### src/rtl/text_buf_pkg.sv
// Shared definitions for the 80x60 character-cell text buffer: geometry,
// fill character and the write-arbiter state encoding.
package text_buf_pkg;

    localparam int COLS   = 80;
    localparam int ROWS   = 60;
    localparam int ADDR_W = 13;
    localparam int CELLS  = COLS * ROWS;

    localparam logic [7:0]        FILL_CHAR = 8'h20;
    localparam logic [ADDR_W-1:0] LAST_CELL = ADDR_W'(CELLS - 1);

    typedef enum logic {
        ARB   = 1'b0,
        CLEAR = 1'b1
    } wr_state_e;

    typedef enum logic {
        PORT_A = 1'b0,
        PORT_B = 1'b1
    } port_e;

    // One extra bit so the comparison stays correct even if CELLS == 2**ADDR_W.
    function automatic logic in_range(input logic [ADDR_W-1:0] addr);
        return (ADDR_W+1)'(addr) < (ADDR_W+1)'(CELLS);
    endfunction

endpackage

### src/rtl/rr_arb2.sv
// Two-input round-robin grant; the last-grant register only moves when a
// grant is actually issued, so idle cycles never shift priority.
module rr_arb2
    import text_buf_pkg::*;
(
    input  logic clk,
    input  logic rst,
    input  logic en,
    input  logic req_a,
    input  logic req_b,
    output logic gnt_a,
    output logic gnt_b
);

    port_e last_q;
    port_e last_d;

    // NOTE: every signal driven here gets a default first, so no path leaves
    // it unassigned and no latch is inferred.
    always_comb begin
        gnt_a  = 1'b0;
        gnt_b  = 1'b0;
        last_d = last_q;
        if (en) begin
            gnt_a = req_a && (!req_b || (last_q == PORT_B));
            gnt_b = req_b && (!req_a || (last_q == PORT_A));
        end
        if (gnt_a) begin
            last_d = PORT_A;
        end else if (gnt_b) begin
            last_d = PORT_B;
        end
    end

    // NOTE: state registers use non-blocking assignments so every flop samples
    // the pre-edge value of its inputs.
    always_ff @(posedge clk or posedge rst) begin
        if (rst) begin
            last_q <= PORT_B;
        end else begin
            last_q <= last_d;
        end
    end

endmodule

### src/rtl/text_wr_arbiter.sv
// Single write port of the text buffer: round-robin between the UART and
// overlay writers, range-checks addresses, and runs a full-screen clear.
module text_wr_arbiter
    import text_buf_pkg::*;
(
    input  logic              clk,
    input  logic              rst,
    input  logic              a_valid,
    output logic              a_ready,
    input  logic [ADDR_W-1:0] a_addr,
    input  logic [7:0]        a_data,
    input  logic              b_valid,
    output logic              b_ready,
    input  logic [ADDR_W-1:0] b_addr,
    input  logic [7:0]        b_data,
    input  logic              clr_req,
    output logic              clr_busy,
    output logic              clr_done,
    output logic              wr_en,
    output logic [ADDR_W-1:0] wr_addr,
    output logic [7:0]        wr_data,
    output logic              addr_err
);

    wr_state_e         state_q, state_d;
    logic [ADDR_W-1:0] clr_cnt_q, clr_cnt_d;
    logic              clr_busy_q, clr_busy_d;
    logic              clr_done_q, clr_done_d;
    logic              wr_en_q, wr_en_d;
    logic [ADDR_W-1:0] wr_addr_q, wr_addr_d;
    logic [7:0]        wr_data_q, wr_data_d;
    logic              addr_err_q, addr_err_d;

    logic              arb_active;
    logic              xfer;
    logic [ADDR_W-1:0] sel_addr;
    logic [7:0]        sel_data;

    // clr_busy stays high through the final fill write, so requesters are
    // held off until it falls.
    assign arb_active = (state_q == ARB) && !clr_busy_q;

    rr_arb2 u_rr_arb2 (
        .clk   (clk),
        .rst   (rst),
        .en    (arb_active),
        .req_a (a_valid),
        .req_b (b_valid),
        .gnt_a (a_ready),
        .gnt_b (b_ready)
    );

    assign xfer     = a_ready || b_ready;
    assign sel_addr = a_ready ? a_addr : b_addr;
    assign sel_data = a_ready ? a_data : b_data;

    always_comb begin
        state_d    = state_q;
        clr_cnt_d  = clr_cnt_q;
        clr_done_d = 1'b0;
        wr_en_d    = 1'b0;
        wr_addr_d  = wr_addr_q;
        wr_data_d  = wr_data_q;
        addr_err_d = 1'b0;

        unique case (state_q)
            ARB: begin
                if (xfer) begin
                    if (in_range(sel_addr)) begin
                        wr_en_d   = 1'b1;
                        wr_addr_d = sel_addr;
                        wr_data_d = sel_data;
                    end else begin
                        addr_err_d = 1'b1;
                    end
                end
                // A transfer in the same cycle still completes; its write
                // lands before the first fill write.
                if (arb_active && clr_req) begin
                    state_d = CLEAR;
                end
            end
            CLEAR: begin
                wr_en_d   = 1'b1;
                wr_addr_d = clr_cnt_q;
                wr_data_d = FILL_CHAR;
                if (clr_cnt_q == LAST_CELL) begin
                    clr_done_d = 1'b1;
                    clr_cnt_d  = '0;
                    state_d    = ARB;
                end else begin
                    clr_cnt_d = clr_cnt_q + 1'b1;
                end
            end
            default: state_d = ARB;
        endcase

        clr_busy_d = (state_d == CLEAR) || (state_q == CLEAR);
    end

    always_ff @(posedge clk or posedge rst) begin
        if (rst) begin
            state_q    <= ARB;
            clr_cnt_q  <= '0;
            clr_busy_q <= 1'b0;
            clr_done_q <= 1'b0;
            wr_en_q    <= 1'b0;
            wr_addr_q  <= '0;
            wr_data_q  <= '0;
            addr_err_q <= 1'b0;
        end else begin
            state_q    <= state_d;
            clr_cnt_q  <= clr_cnt_d;
            clr_busy_q <= clr_busy_d;
            clr_done_q <= clr_done_d;
            wr_en_q    <= wr_en_d;
            wr_addr_q  <= wr_addr_d;
            wr_data_q  <= wr_data_d;
            addr_err_q <= addr_err_d;
        end
    end

    assign clr_busy = clr_busy_q;
    assign clr_done = clr_done_q;
    assign wr_en    = wr_en_q;
    assign wr_addr  = wr_addr_q;
    assign wr_data  = wr_data_q;
    assign addr_err = addr_err_q;

endmodule
### config.mk
export PLATFORM = sky130hd
export DESIGN_NAME = text_wr_arbiter
export DESIGN_NICKNAME = d
export VERILOG_FILES = /design/src/rtl/text_buf_pkg.sv /design/src/rtl/rr_arb2.sv /design/src/rtl/text_wr_arbiter.sv
export SDC_FILE = /design/constraint.sdc
export NUM_CORES = 1
export LEC_CHECK = 0
export CORE_ASPECT_RATIO = 0.75
export CORE_UTILIZATION = 35
export DETAILED_ROUTE_END_ITERATION = 10
export DONT_BUFFER_PORTS = 1
export SYNTH_ARGS = -nofsm -noshare
export SYNTH_HDL_FRONTEND = slang
export SYNTH_SLANG_ARGS = --single-unit
### constraint.sdc
create_clock -name clk -period 3.9 [get_ports clk]
set_input_delay 0.78 -clock clk [delete_from_list [all_inputs] [get_ports clk]]
set_output_delay 0.78 -clock clk [all_outputs]
set_load 0.005 [all_outputs]
Word level (Yosys, flattened, before mapping)
Index checks and enable logic that the tools add are counted.
{"block": "op_classes", "n_mul": 0, "n_eq_ne": 3, "n_mux": 24, "div": 0, "bitwise_logic": 2, "add_sub_neg": 1, "n_lt_le_gt_ge": 1, "reduce_logical": 13, "shift": 0}
{"cell": "$mux W13", "count": 4}
{"cell": "$pmux W13 S2", "count": 1}
{"cell": "$mux W8", "count": 3}
{"cell": "$pmux W8 S2", "count": 1}
{"cell": "$add A13 B1 Y13 const B", "count": 1}
{"cell": "$eq A13 B13 Y1 const B", "count": 1}
{"cell": "$lt A13 B13 Y1 const B", "count": 1}
{"cell": "$mux W1", "count": 13}
{"cell": "$logic_and A1 B1 Y1", "count": 4}
{"cell": "$logic_or A1 B1 Y1", "count": 4}
{"cell": "$pmux W1 S2", "count": 2}
{"cell": "$logic_not A1 Y1", "count": 3}
{"cell": "$ne A2 B1 Y1 const B", "count": 1}
{"cell": "$ne A2 B2 Y1 const B", "count": 1}
{"cell": "$not A1 Y1", "count": 2}
{"cell": "$reduce_and A2 Y1", "count": 1}
{"cell": "$reduce_bool A2 Y1", "count": 1}
{"block": "totals", "ram_bits": 0, "latch_bits": 0, "in_bits": 47, "rom_bits": 0, "ff_bits": 40, "wordCells": 53, "output_inout_bits": 27, "mem_count": 0}

Longest topological paths before layout
{"block": "logic_depth", "word_depth": 9, "mapped_depth": 7, "mapped_depth_nobuf": 6}

By module
Synthesis repeated with hierarchy kept, for this count alone.
{"block": "unflattened", "hier_cells": 205, "hier_area_um2": 2173.3}
{"mod": "text_wr_arbiter", "n_inst": 1, "cells_per_inst": 196, "seq_area_each_um2": 975.9, "area_each_um2": 2107.0}
{"mod": "rr_arb2", "n_inst": 1, "cells_per_inst": 9, "seq_area_each_um2": 26.3, "area_each_um2": 66.3}

Worst setup path before layout
Ideal clock, no wire load.
{"block": "synth_timing", "path_type": "input-to-output", "from": "input b_valid", "to": "output a_ready", "path_slack_ns": 1.806, "n_path_buf": 1, "required_time_ns": 3.120, "arrival_ns": 1.314, "stages": 4, "cell_sequence": "nand2b_1 nand3_2 inv_2 buf_2"}
{"block": "synth_between", "elab_chain_cells": 4}
{"item": "start, declared", "line": "text_wr_arbiter.sv:12", "text": "input logic b_valid,"}
{"item": "$logic_not A1 Y1", "line": "rr_arb2.sv:25", "text": "gnt_a = req_a && (!req_b || (last_q == PORT_B));"}
{"item": "$logic_or A1 B1 Y1", "line": "rr_arb2.sv:25"}
{"item": "$logic_and A1 B1 Y1", "line": "rr_arb2.sv:25"}
{"item": "$mux W1", "line": "rr_arb2.sv:24", "text": "if (en) begin"}
{"item": "end, declared", "line": "text_wr_arbiter.sv:9", "text": "output logic a_ready,"}
No other way between the ends.

Worst setup path in the final report
{"block": "layout_timing", "from": "register u_rr_arb2.last_q", "to": "register wr_addr_q[2] (netlist: wr_addr[2])"}
{"block": "layout_between", "elab_chain_cells": 7, "elab_cells_between_ends": 16, "classes_between": "order compare (1); eq/ne (2); mux (6); bitwise (1); reduce/logical (6)"}
{"item": "start, declared", "line": "rr_arb2.sv:15", "text": "port_e last_q;"}
{"item": "start signal, assigned", "line": "rr_arb2.sv:41", "text": "last_q <= last_d;"}
{"item": "$logic_or A1 B1 Y1 (*)", "line": "rr_arb2.sv:25"}
{"item": "$logic_and A1 B1 Y1 (*)", "line": "rr_arb2.sv:25"}
{"item": "$mux W1 (*)", "line": "rr_arb2.sv:24"}
{"item": "net a_ready", "line": "text_wr_arbiter.sv:9"}
{"item": "$mux W13", "line": "text_wr_arbiter.sv:54", "text": "assign sel_addr = a_ready ? a_addr : b_addr;"}
{"item": "$lt A13 B13 Y1 / $mux W13 (equally long branches)", "line": "text_buf_pkg.sv:25, text_wr_arbiter.sv:69"}
{"item": "$ne A2 B1 Y1 (no source line) / $mux W13 (equally long branches)"}
{"item": "$reduce_and A2 Y1 (no source line) / $pmux W13 S2 (equally long branches)"}
{"item": "end signal, assigned", "line": "text_wr_arbiter.sv:117", "text": "wr_addr_q <= wr_addr_d;"}
{"item": "end, declared", "line": "text_wr_arbiter.sv:30", "text": "logic [ADDR_W-1:0] wr_addr_q, wr_addr_d;"}
Mark *: on every way through the listed nets, which the timed path passes. The rest lies on a longest branch. The select of a mux whose other input is x is not followed.
A chain may end at the register's enable or synchronous reset.

==> parameters.txt <==
Parameter                              Value

Status
  Result of the run    complete, no violations

Timing
  Fin crit period    2.36 ns
  Finish-stage setup viols    0
  Portion of the clock cycle consumed by the worst path in the final layout    60.6%
  RSZ-0062 raised after global routing    false
  Tightest Pin Transition    1.02 ns
  Max-slew headroom at the worst pin    31.7%
  Fin. Hold Viols    0
  Slew Viols, Final    0
  Max Freq    0.423 GHz
  Clock skew after layout    0.00776 ns
  Final-layout setup total negative slack    0 ns

Global route
  Overflow left after global routing    0
  Initial antenna violation count    0
  Via count of the first global-routing pass    1545
  Global-route wire length before repair    7.76 mm
  Largest net degree at the start of global routing    40
  Overall routing resource usage    16.1%

Floorplanning
  Die height    69.5 µm
  Core ar.    0.00583 mm²
  Die Area    0.00639 mm²
  Effective utilization at floorplan    36.4%
  Site Rows    24
  Top Ports    74
  Horizontal die dimension    91.9 µm

Pwr
  Power density of the placed cells    326 mW/mm²
  Overall power    0.741 mW
  VDD IR-drop max    0.000111 V
  Leakage power of the design    0.937 nW

Finish
  Layout fillers    603
  ANT cells    0
  Ratio of cells with drive above 1 in the final layout    14.4%
  Layout Nets    262
  Post-synthesis to final-layout area growth    7.13%
  Post-route design area    0.00227 mm²

Drt
  Routed WL per cell    16.5 µm
  First drt pass iteration count    4
  Detailed-route vias per instance    5.45
  DRC violation count after routing    0
  Iteration-0 DRC count of the detailed router    52
  Routed wire length on met2    1.99 mm
  Routed met3 length    378 µm
  Met1 WL    2.37 mm
  DR top layer    met4
  Via count    1597
  Remaining number of nets flagged by the antenna check after routing    0
  Final wirelength    4.83 mm

Setup path
  Critical-path maximum fanout    29
  Nature of the critical path endpoint    flip-flop
  Critical Path AT    2.55 ns
  Critical Path RT    4.08 ns
  Category of the most critical setup path    flip-flop to flip-flop
  Critical Path Source Type    flip-flop

Synthesis
  Most frequently used cell type in the post-synthesis netlist    dfrtp_1
  Number of enable-type register cells in the synthesized netlist    0
  Register area share after synthesis    47.2%
  Summed instance area of the synthesized netlist    0.00212 mm²
  Top-area cell type share of the netlist area    46.0%
  Flops & latches, synth    40
  Mapped Cells    215
  Synthesized Nets    263
  Asr flop ratio synth    100%
  Post-synthesis cell type with the largest combined area    dfrtp_1
  Commonest register cell after synthesis    dfrtp_1
  Largest cells by area after synthesis    dfrtp_1 46%, nand2_1 6.5%, a311oi_2 4.9%, a221oi_2 4.2%, mux2i_1 3.3%
  Number of warnings issued by yosys    0
  Average footprint of a synthesized cell    9.88 µm²
  Unique masters post-synth    42
  Commonest cells in the netlist    39 x dfrtp_1, 37 x nand2_1, 18 x nor2_1

Clock network
  Clock transition at the register clock pins on the worst setup and hold paths after CTS    0.08 ns
  CTS tree    yes
  H-tree levels    2
  Longest Clk Path Bufs    2
  Post-CTS setup buffer count    0
  Number of clock buffers inserted by TritonCTS    5
  Total of hold buffers inserted after clock tree synthesis    0
  TritonCTS sink count    40
  Number of gates resized after cts    0
  Clock latency at the later pin of the worst-skew pair    0.29 ns
  Root Buffer    clkbuf_8

Placed design
  Count of input and output buffers    0
  Final GP Congestion    0.814
  Cell area after placement    0.00217 mm²
  Detail Placement HPWL    3.57 mm

Min path
  Hold Path Class    flip-flop to flip-flop

Job
  Maximum Capacitance Violations    0
-- cells by family (layout without fill, tap and decap cells) --
logic type,Yosys count,count (layout),share of synthesized area [%]
AND/OR/NAND/NOR,90,90,19.5
AO/OA/AOI/OAI,43,43,19.8
flip-flops,40,40,47.2
buffers and inverters,25,25,5.89
XOR/XNOR,9,9,3.71
multiplexers,7,7,3.30
adder cells (fa/ha/maj),1,1,0.589
-- routing by layer --
metal	up-vias	GRT usage, %
met3	10	5.15
met5	-	0
met1	767	22.3
li1	759	-
met2	61	23.1
met4	0	6.60
-- report_power, final --
part           total, mW  leakage (nW)  switching [mW]  internal, mW
clock              0.305        0.0515           0.144         0.162
combinational     0.0213         0.375          0.0152       0.00618
sequential         0.414         0.510               0         0.414
-- through the flow --
step	utilization, %	hold WS (ns)	setup WS, ns	std cells
after floorplan	-	0.466	1.81	215
after CTS	39.0	0.509	1.53	293
after global placement	37.3	0.493	1.40	285
after detailed placement	37.3	0.494	1.34	285
after global routing	39.0	0.520	1.37	293
final	39.0	0.508	1.54	293
-- critical path: stages (launching register included) --
cell      delay [ns]
dfstp_2         0.55
nand2b_1        0.11
nand3_2         0.08
inv_2           0.31
a22o_2          0.67
nor2_1          0.19
a221o_1         0.34
-- path summary, 6_finish.rpt --
kind | startpoint | endpoint | slack, ns | depth (start not counted)
worst max register to register | u_rr_arb2.last_q | wr_addr[2] | 1.54 | 6
worst min register to register | clr_cnt_q[11] | clr_cnt_q[11] | 0.51 | 1
min in group asynchronous | rst | wr_addr[2] | 0.62 | 1
max in group asynchronous | rst | u_rr_arb2.last_q | 2.53 | 2
worst min-delay path | clr_cnt_q[11] | clr_cnt_q[11] | 0.51 | 1
worst max-delay path | u_rr_arb2.last_q | wr_addr[2] | 1.54 | 6
-- state kept, by name (all words and copies together), names as in the netlist --
register	cells
addr_err	1
wr_addr	13
state_q	1
clr_busy	1
u_rr_arb2.last_q	1
wr_en	1
clr_done	1
wr_data	8
clr_cnt_q	13
-- cell usage in the layout (no fill, tap or decap), types with 3 or more instances in the layout --
cell	instances
clkbuf_8	7
nor2_1	18
and3_1	8
nand3_1	7
a21oi_1	6
o31ai_1	3
mux2i_1	7
o221ai_1	4
nor3_1	10
nand2_1	37
a311oi_2	7
xnor2_1	8
inv_1	12
dfrtp_1	39
nand4_1	3
buf_4	4
a221oi_2	6
-- area by class of cell --
type / instances / area, µm² / area share (%)
tap: 78 / 97.6 / 4.29
sequential: 40 / 1000 / 44.1
inverter: 13 / 48.8 / 2.15
multi-input combinational: 150 / 996 / 43.8
timing repair buffer: 4 / 30.0 / 1.32
clock buffer: 8 / 100 / 4.40
(Power assumes the default switching activity.)
